**src/rtl/cut_acq_sched.sv**
```systemverilog
// Acquisition sequencer for the cut-data datapath: stretched start/stop pulses,
// word/frame counting, frame-count auto-stop and a stall watchdog.
module cut_acq_sched #(
  parameter int unsigned PULSE_LEN = 4,
  parameter int unsigned TIMEOUT   = 1000000,
  parameter logic [31:0] DEF_TOTAL = 32'd1024,
  parameter logic [31:0] DEF_CUT   = 32'd512
) (
  input  logic        clk,
  input  logic        reset_n,
  input  logic        cfg_wr,
  input  logic [31:0] cfg_total,
  input  logic [31:0] cfg_cut,
  input  logic [31:0] cfg_frames,
  input  logic        cmd_start,
  input  logic        cmd_abort,
  input  logic        cut_en,
  output logic        start_en,
  output logic        stop_en,
  output logic [31:0] total_num,
  output logic [31:0] cut_num,
  output logic        busy,
  output logic        done,
  output logic        err_cfg,
  output logic        err_timeout,
  output logic [31:0] frame_cnt
);

  localparam int unsigned WD_W = (TIMEOUT > 0) ? $clog2(TIMEOUT + 1) : 1;
  localparam int unsigned PC_W = (PULSE_LEN > 1) ? $clog2(PULSE_LEN) : 1;
  localparam logic [WD_W-1:0] WD_LIMIT = WD_W'(TIMEOUT);
  localparam logic [PC_W-1:0] PC_LAST  = PC_W'(PULSE_LEN - 1);

  typedef enum logic [1:0] {IDLE, START_P, RUN, STOP_P} state_t;

  state_t          state_q;
  logic [PC_W-1:0] pcnt_q;
  logic [31:0]     total_q, cut_q, frames_q, frame_cnt_q, word_q;
  logic [WD_W-1:0] wdog_q;
  logic            start_en_q, stop_en_q, busy_q, done_q, err_cfg_q, err_to_q, cmpl_q;

  logic            cfg_ok, word_wrap, frame_hit, wd_fire;
  logic [31:0]     frame_inc;
  logic [WD_W-1:0] wdog_inc;

  always_comb begin
    cfg_ok    = (total_q != '0) && (cut_q != '0) && (cut_q <= total_q);
    word_wrap = (word_q == cut_q - 32'd1);
    // Saturate rather than wrap in continuous mode.
    frame_inc = (frame_cnt_q == '1) ? frame_cnt_q : frame_cnt_q + 32'd1;
    frame_hit = cut_en && word_wrap && (frames_q != '0) && (frame_inc == frames_q);
    wdog_inc  = wdog_q + WD_W'(1);
    wd_fire   = (TIMEOUT != 0) && !cut_en && (wdog_inc == WD_LIMIT);
  end

  // NOTE: every state and output register lives in this one clocked block and
  // uses non-blocking assignments, so all reads see the pre-edge values.
  always_ff @(posedge clk or negedge reset_n) begin
    if (!reset_n) begin
      state_q     <= IDLE;
      pcnt_q      <= '0;
      total_q     <= DEF_TOTAL;
      cut_q       <= DEF_CUT;
      frames_q    <= '0;
      frame_cnt_q <= '0;
      word_q      <= '0;
      wdog_q      <= '0;
      start_en_q  <= 1'b0;
      stop_en_q   <= 1'b0;
      busy_q      <= 1'b0;
      done_q      <= 1'b0;
      err_cfg_q   <= 1'b0;
      err_to_q    <= 1'b0;
      cmpl_q      <= 1'b0;
    end else begin
      done_q <= 1'b0;
      case (state_q)
        IDLE: begin
          if (cfg_wr) begin
            total_q  <= cfg_total;
            cut_q    <= cfg_cut;
            frames_q <= cfg_frames;
          end
          // Start is validated against the pre-write config registers.
          if (cmd_start && !cmd_abort) begin
            if (cfg_ok) begin
              state_q     <= START_P;
              pcnt_q      <= '0;
              start_en_q  <= 1'b1;
              busy_q      <= 1'b1;
              frame_cnt_q <= '0;
              word_q      <= '0;
              wdog_q      <= '0;
              err_cfg_q   <= 1'b0;
              err_to_q    <= 1'b0;
              cmpl_q      <= 1'b0;
            end else begin
              err_cfg_q <= 1'b1;
            end
          end
        end
        START_P: begin
          if (cmd_abort) begin
            state_q    <= STOP_P;
            pcnt_q     <= '0;
            start_en_q <= 1'b0;
            stop_en_q  <= 1'b1;
          end else if (pcnt_q == PC_LAST) begin
            state_q    <= RUN;
            pcnt_q     <= '0;
            start_en_q <= 1'b0;
          end else begin
            pcnt_q <= pcnt_q + PC_W'(1);
          end
        end
        RUN: begin
          if (cut_en) begin
            wdog_q <= '0;
            if (word_wrap) begin
              word_q      <= '0;
              frame_cnt_q <= frame_inc;
            end else begin
              word_q <= word_q + 32'd1;
            end
          end else if (TIMEOUT != 0) begin
            wdog_q <= wdog_inc;
          end
          // Abort outranks the watchdog, which outranks frame completion.
          if (cmd_abort || wd_fire || frame_hit) begin
            state_q   <= STOP_P;
            pcnt_q    <= '0;
            stop_en_q <= 1'b1;
          end
          if (!cmd_abort && wd_fire) err_to_q <= 1'b1;
          cmpl_q <= !cmd_abort && !wd_fire && frame_hit;
        end
        STOP_P: begin
          if (pcnt_q == PC_LAST) begin
            state_q   <= IDLE;
            pcnt_q    <= '0;
            stop_en_q <= 1'b0;
            busy_q    <= 1'b0;
            done_q    <= cmpl_q;
          end else begin
            pcnt_q <= pcnt_q + PC_W'(1);
          end
        end
        default: state_q <= IDLE;
      endcase
    end
  end

  assign start_en    = start_en_q;
  assign stop_en     = stop_en_q;
  assign total_num   = total_q;
  assign cut_num     = cut_q;
  assign busy        = busy_q;
  assign done        = done_q;
  assign err_cfg     = err_cfg_q;
  assign err_timeout = err_to_q;
  assign frame_cnt   = frame_cnt_q;

endmodule

```
**config.mk**
```make
export PLATFORM = sky130hd
export DESIGN_NAME = cut_acq_sched
export DESIGN_NICKNAME = d
export VERILOG_FILES = /design/src/rtl/cut_acq_sched.sv
export SDC_FILE = /design/constraint.sdc
export NUM_CORES = 1
export LEC_CHECK = 0
export CELL_PAD_IN_SITES_DETAIL_PLACEMENT = 1
export CELL_PAD_IN_SITES_GLOBAL_PLACEMENT = 1
export CORE_MARGIN = 8
export CORE_UTILIZATION = 40
export CTS_BUF_LIST = sky130_fd_sc_hd__clkbuf_8
export DETAILED_ROUTE_END_ITERATION = 10
export DONT_BUFFER_PORTS = 1
export HOLD_SLACK_MARGIN = 0.12
export PLACE_DENSITY = 0.67
export SKIP_CTS_REPAIR_TIMING = 1
export SLEW_MARGIN = 20
export SYNTH_ARGS = -nofsm -noshare
export SYNTH_HDL_FRONTEND = slang
export SYNTH_SLANG_ARGS = --single-unit
export TNS_END_PERCENT = 100
```
**constraint.sdc**
```tcl
create_clock -name clk -period 5.5 [get_ports clk]
set_input_delay 0.825 -clock clk [delete_from_list [all_inputs] [get_ports clk]]
set_output_delay 0.825 -clock clk [all_outputs]
set_load 0.05 [all_outputs]
```
==> flow_metrics.tcl <==
set metrics [dict create \
    run_status "complete, no violations" \
    grt.met2_usage 0.400 \
    fin_cells 1768 \
    seq_area_frac_synth 0.385 \
    synth-seq-cells 191 \
    synth-simple-area-share 0.209 \
    yosys.area_share.adder 0.0433 \
    switchingPower_mw 3.92 \
    crit_required_ns 5.89 \
    drtPass1Iterations 5 \
    avgSynthCellArea_um2 9.25 \
    mostFrequentLayoutCell "dfrtp_1" \
    fin_setup_tns_ns 0 \
    clk_latency_ns 0.51 \
    end_kind "flop" \
    rsz0062_at_grt "false" \
    io_pins 204 \
    share_comb_of_total_power 0.461 \
    grtUsageMet1 0.292 \
    root_buffer "clkbuf_8" \
    vdd.ir_drop.worst_mv 0.329 \
    worstSetupPathType "flop to flop" \
    clk_pin_slew_ns 0.11 \
    clk_path_buf_depth 2 \
    start_kind "flop" \
    synthCells 1343 \
    cts_sinks 191 \
    top_usage_layer "met2" \
    synth_xor_area_frac 0.0635 \
    leakagePower_nw 5.45 \
    drc 0 \
    drive_gt1_frac 0.165 \
    core_area_um2 30600 \
    std_cell_rows 64 \
    setup_viol 0 \
    synthesis.area_um2 12400 \
    synth_warnings 0 \
    htreeDepth 4 \
    dp_hpwl_mm 32.4 \
    globalplace.congestion 0.927 \
    syn_to_final_growth_pct 9.23 \
    hold_viol 0 \
    first_iter_violations 801 \
    cts_tree "yes" \
    muxShareOfSynthArea 0.0982 \
    clock.fmax_mhz 206 \
    cp_max_fo 23 \
    ys_types 85 \
    drv_cap 0 \
    power_frac_seq 0.407 \
    fin_crit_sh 0.884 \
    vias_per_cell 6.20 \
    cts_made_buffers 17 \
    wl_per_cell_um 24.5 \
    place_ws_ns 0.721 \
    mostFrequentLayoutCells "dfrtp_1, mux2_2, o21ai_0" \
    die_w_um 192 \
    nets 1502 \
    p_clk_frac 0.131 \
    ys.flop_type "dfrtp_1" \
    arrival_ns 5.26 \
    finalClockSkew_ns 0.0259 \
    grt_max_degree 192 \
    grt_pass1_wl_mm 67.9 \
    antenna_found_initial 4 \
    grt-ovfl-total 0 \
    drv_slew 0 \
    fin_ws_ns 0.636 \
    slew-limit-headroom 0.263 \
    p_int_mw 3.54 \
    portBuffers 0 \
    holdCritPathClass "primary input to asynchronous set/reset pin" \
    grt_pass1_vias 11500 \
    ant_nets 0 \
    tightest_slew_ns 1.10 \
    synth_top_family_by_area "simple AND/OR/NAND/NOR gates" \
    die_area_um2 37000 \
    die_h_um 192 \
    num_vias 11000 \
    dp_cells 1732 \
    syn_nets 1488 \
    grt_usage 0.235 \
    grt_util_met3 0.0510 \
    synth_edf_count 0 \
    routed_wl_mm 43.2 \
    swShare 0.526 \
    async_reset_ff_frac 1.00 \
    power_mw 7.46 \
    synth_compound_area_frac 0.159 \
    start_util 0.406 \
    min_period_ns 4.86 \
    power_density_nw_per_um2 550 \
]
flip-flops by register name, summed over array words and instances, names as in the netlist, 2 cells and up:
signal / count
cut_num: 32
frame_cnt: 32
frames_q: 32
total_num: 32
word_q: 32
wdog_q: 20
pcnt_q: 2
state_q: 2
synthesized netlist by cell type, drive strengths merged, types with 6 or more instances:
cell type,number,area (µm²)
dfrtp,189,4730
and3,23,144
nand4,43,269
xor2,27,236
a22o,6,52.6
a21oi,42,221
ha,43,538
clkbuf,56,211
a31oi,25,156
nand2,81,304
mux2,100,1130
o22ai,6,37.5
mux2i,9,90.1
buf,16,73.8
nor2b,14,87.6
nor3,55,280
or4,18,143
or2,9,56.3
xnor2,63,552
nor2,66,248
and4,8,70.1
or3,15,93.8
nor4,46,294
nand3,50,255
o211ai,9,67.6
o21ai,97,485
nand2b,18,113
a21o,15,113
inv,62,233
and2,9,58.8
o41ai,12,113
o31ai,32,259
o21a,14,105
per-stage QoR:
stage | utilization | instance area (µm²) | hold WS (ns)
2_1_floorplan | - | 12400 | 0.443
3_3_place_gp | 0.429 | 13100 | 0.459
3_5_place_dp | 0.429 | 13100 | 0.472
4_1_cts | 0.442 | 13500 | -0.0390
5_1_grt | 0.444 | 13600 | 0.129
6_report | 0.444 | 13600 | 0.159
power groups by stage:
stage | combinational (mW) | clock [mW] | sequential, mW
floorplan | 2.06 | 0 | 3.27
global placement | 3.31 | 0 | 3.04
detailed placement | 3.39 | 0 | 3.07
CTS | 3.41 | 1.01 | 3.04
global route | 3.76 | 1.06 | 3.11
finish | 3.44 | 0.981 | 3.04
final timing paths:
check / startpoint / end / slack [ns] / cells past startpoint
max in group asynchronous: reset_n / frames_q[14]$_DFFE_PN0P_ / 4.31 / 1
worst min-delay path: reset_n / total_num[10]$_DFFE_PN1P_ / 0.16 / 0
worst max register to register: cut_num[28]$_DFFE_PN0P_ / pcnt_q[0]$_DFFE_PN0P_ / 0.64 / 10
worst min register to register: wdog_q[19]$_DFFE_PN0P_ / wdog_q[19]$_DFFE_PN0P_ / 0.49 / 1
min in group clk: cfg_cut[3] / cut_num[3]$_DFFE_PN0P_ / 0.45 / 1
worst max-delay path: cut_num[28]$_DFFE_PN0P_ / pcnt_q[0]$_DFFE_PN0P_ / 0.64 / 10
kinds of logic after synthesis:
logic type / count (synthesis)
AND/OR/NAND/NOR: 476
AO/OA/AOI/OAI: 300
flip-flops: 191
buffers and inverters: 134
multiplexers: 109
XOR/XNOR: 90
adder cells (fa/ha/maj): 43
layer usage:
layer,part of all wire,vias up
met5,0.00053,-
li1,-,5005
met1,0.42,5566
met3,0.062,66
met2,0.49,324
met4,0.026,4
area by class of cell:
cell class	instances	area, µm²
clock inverters	14	148
clock buffers	18	248
multi-input cells	1018	7130
diodes	2	5.00
repair buffers	67	526
inverters	62	233
fillers	3580	17000
flip-flops and latches	191	4780
well taps	396	495
worst max-delay path, stage by stage (launching register included):
cell	delay [ns]
dfrtp_1	0.64
nor2_1	0.37
or4b_4	0.55
or4_4	0.49
o31ai_2	0.19
o211ai_1	0.13
or4_1	0.55
or3_1	0.77
o31ai_4	0.50
and2_4	0.22
mux2_1	0.33
No activity file was read; power rests on OpenSTA's default activity.
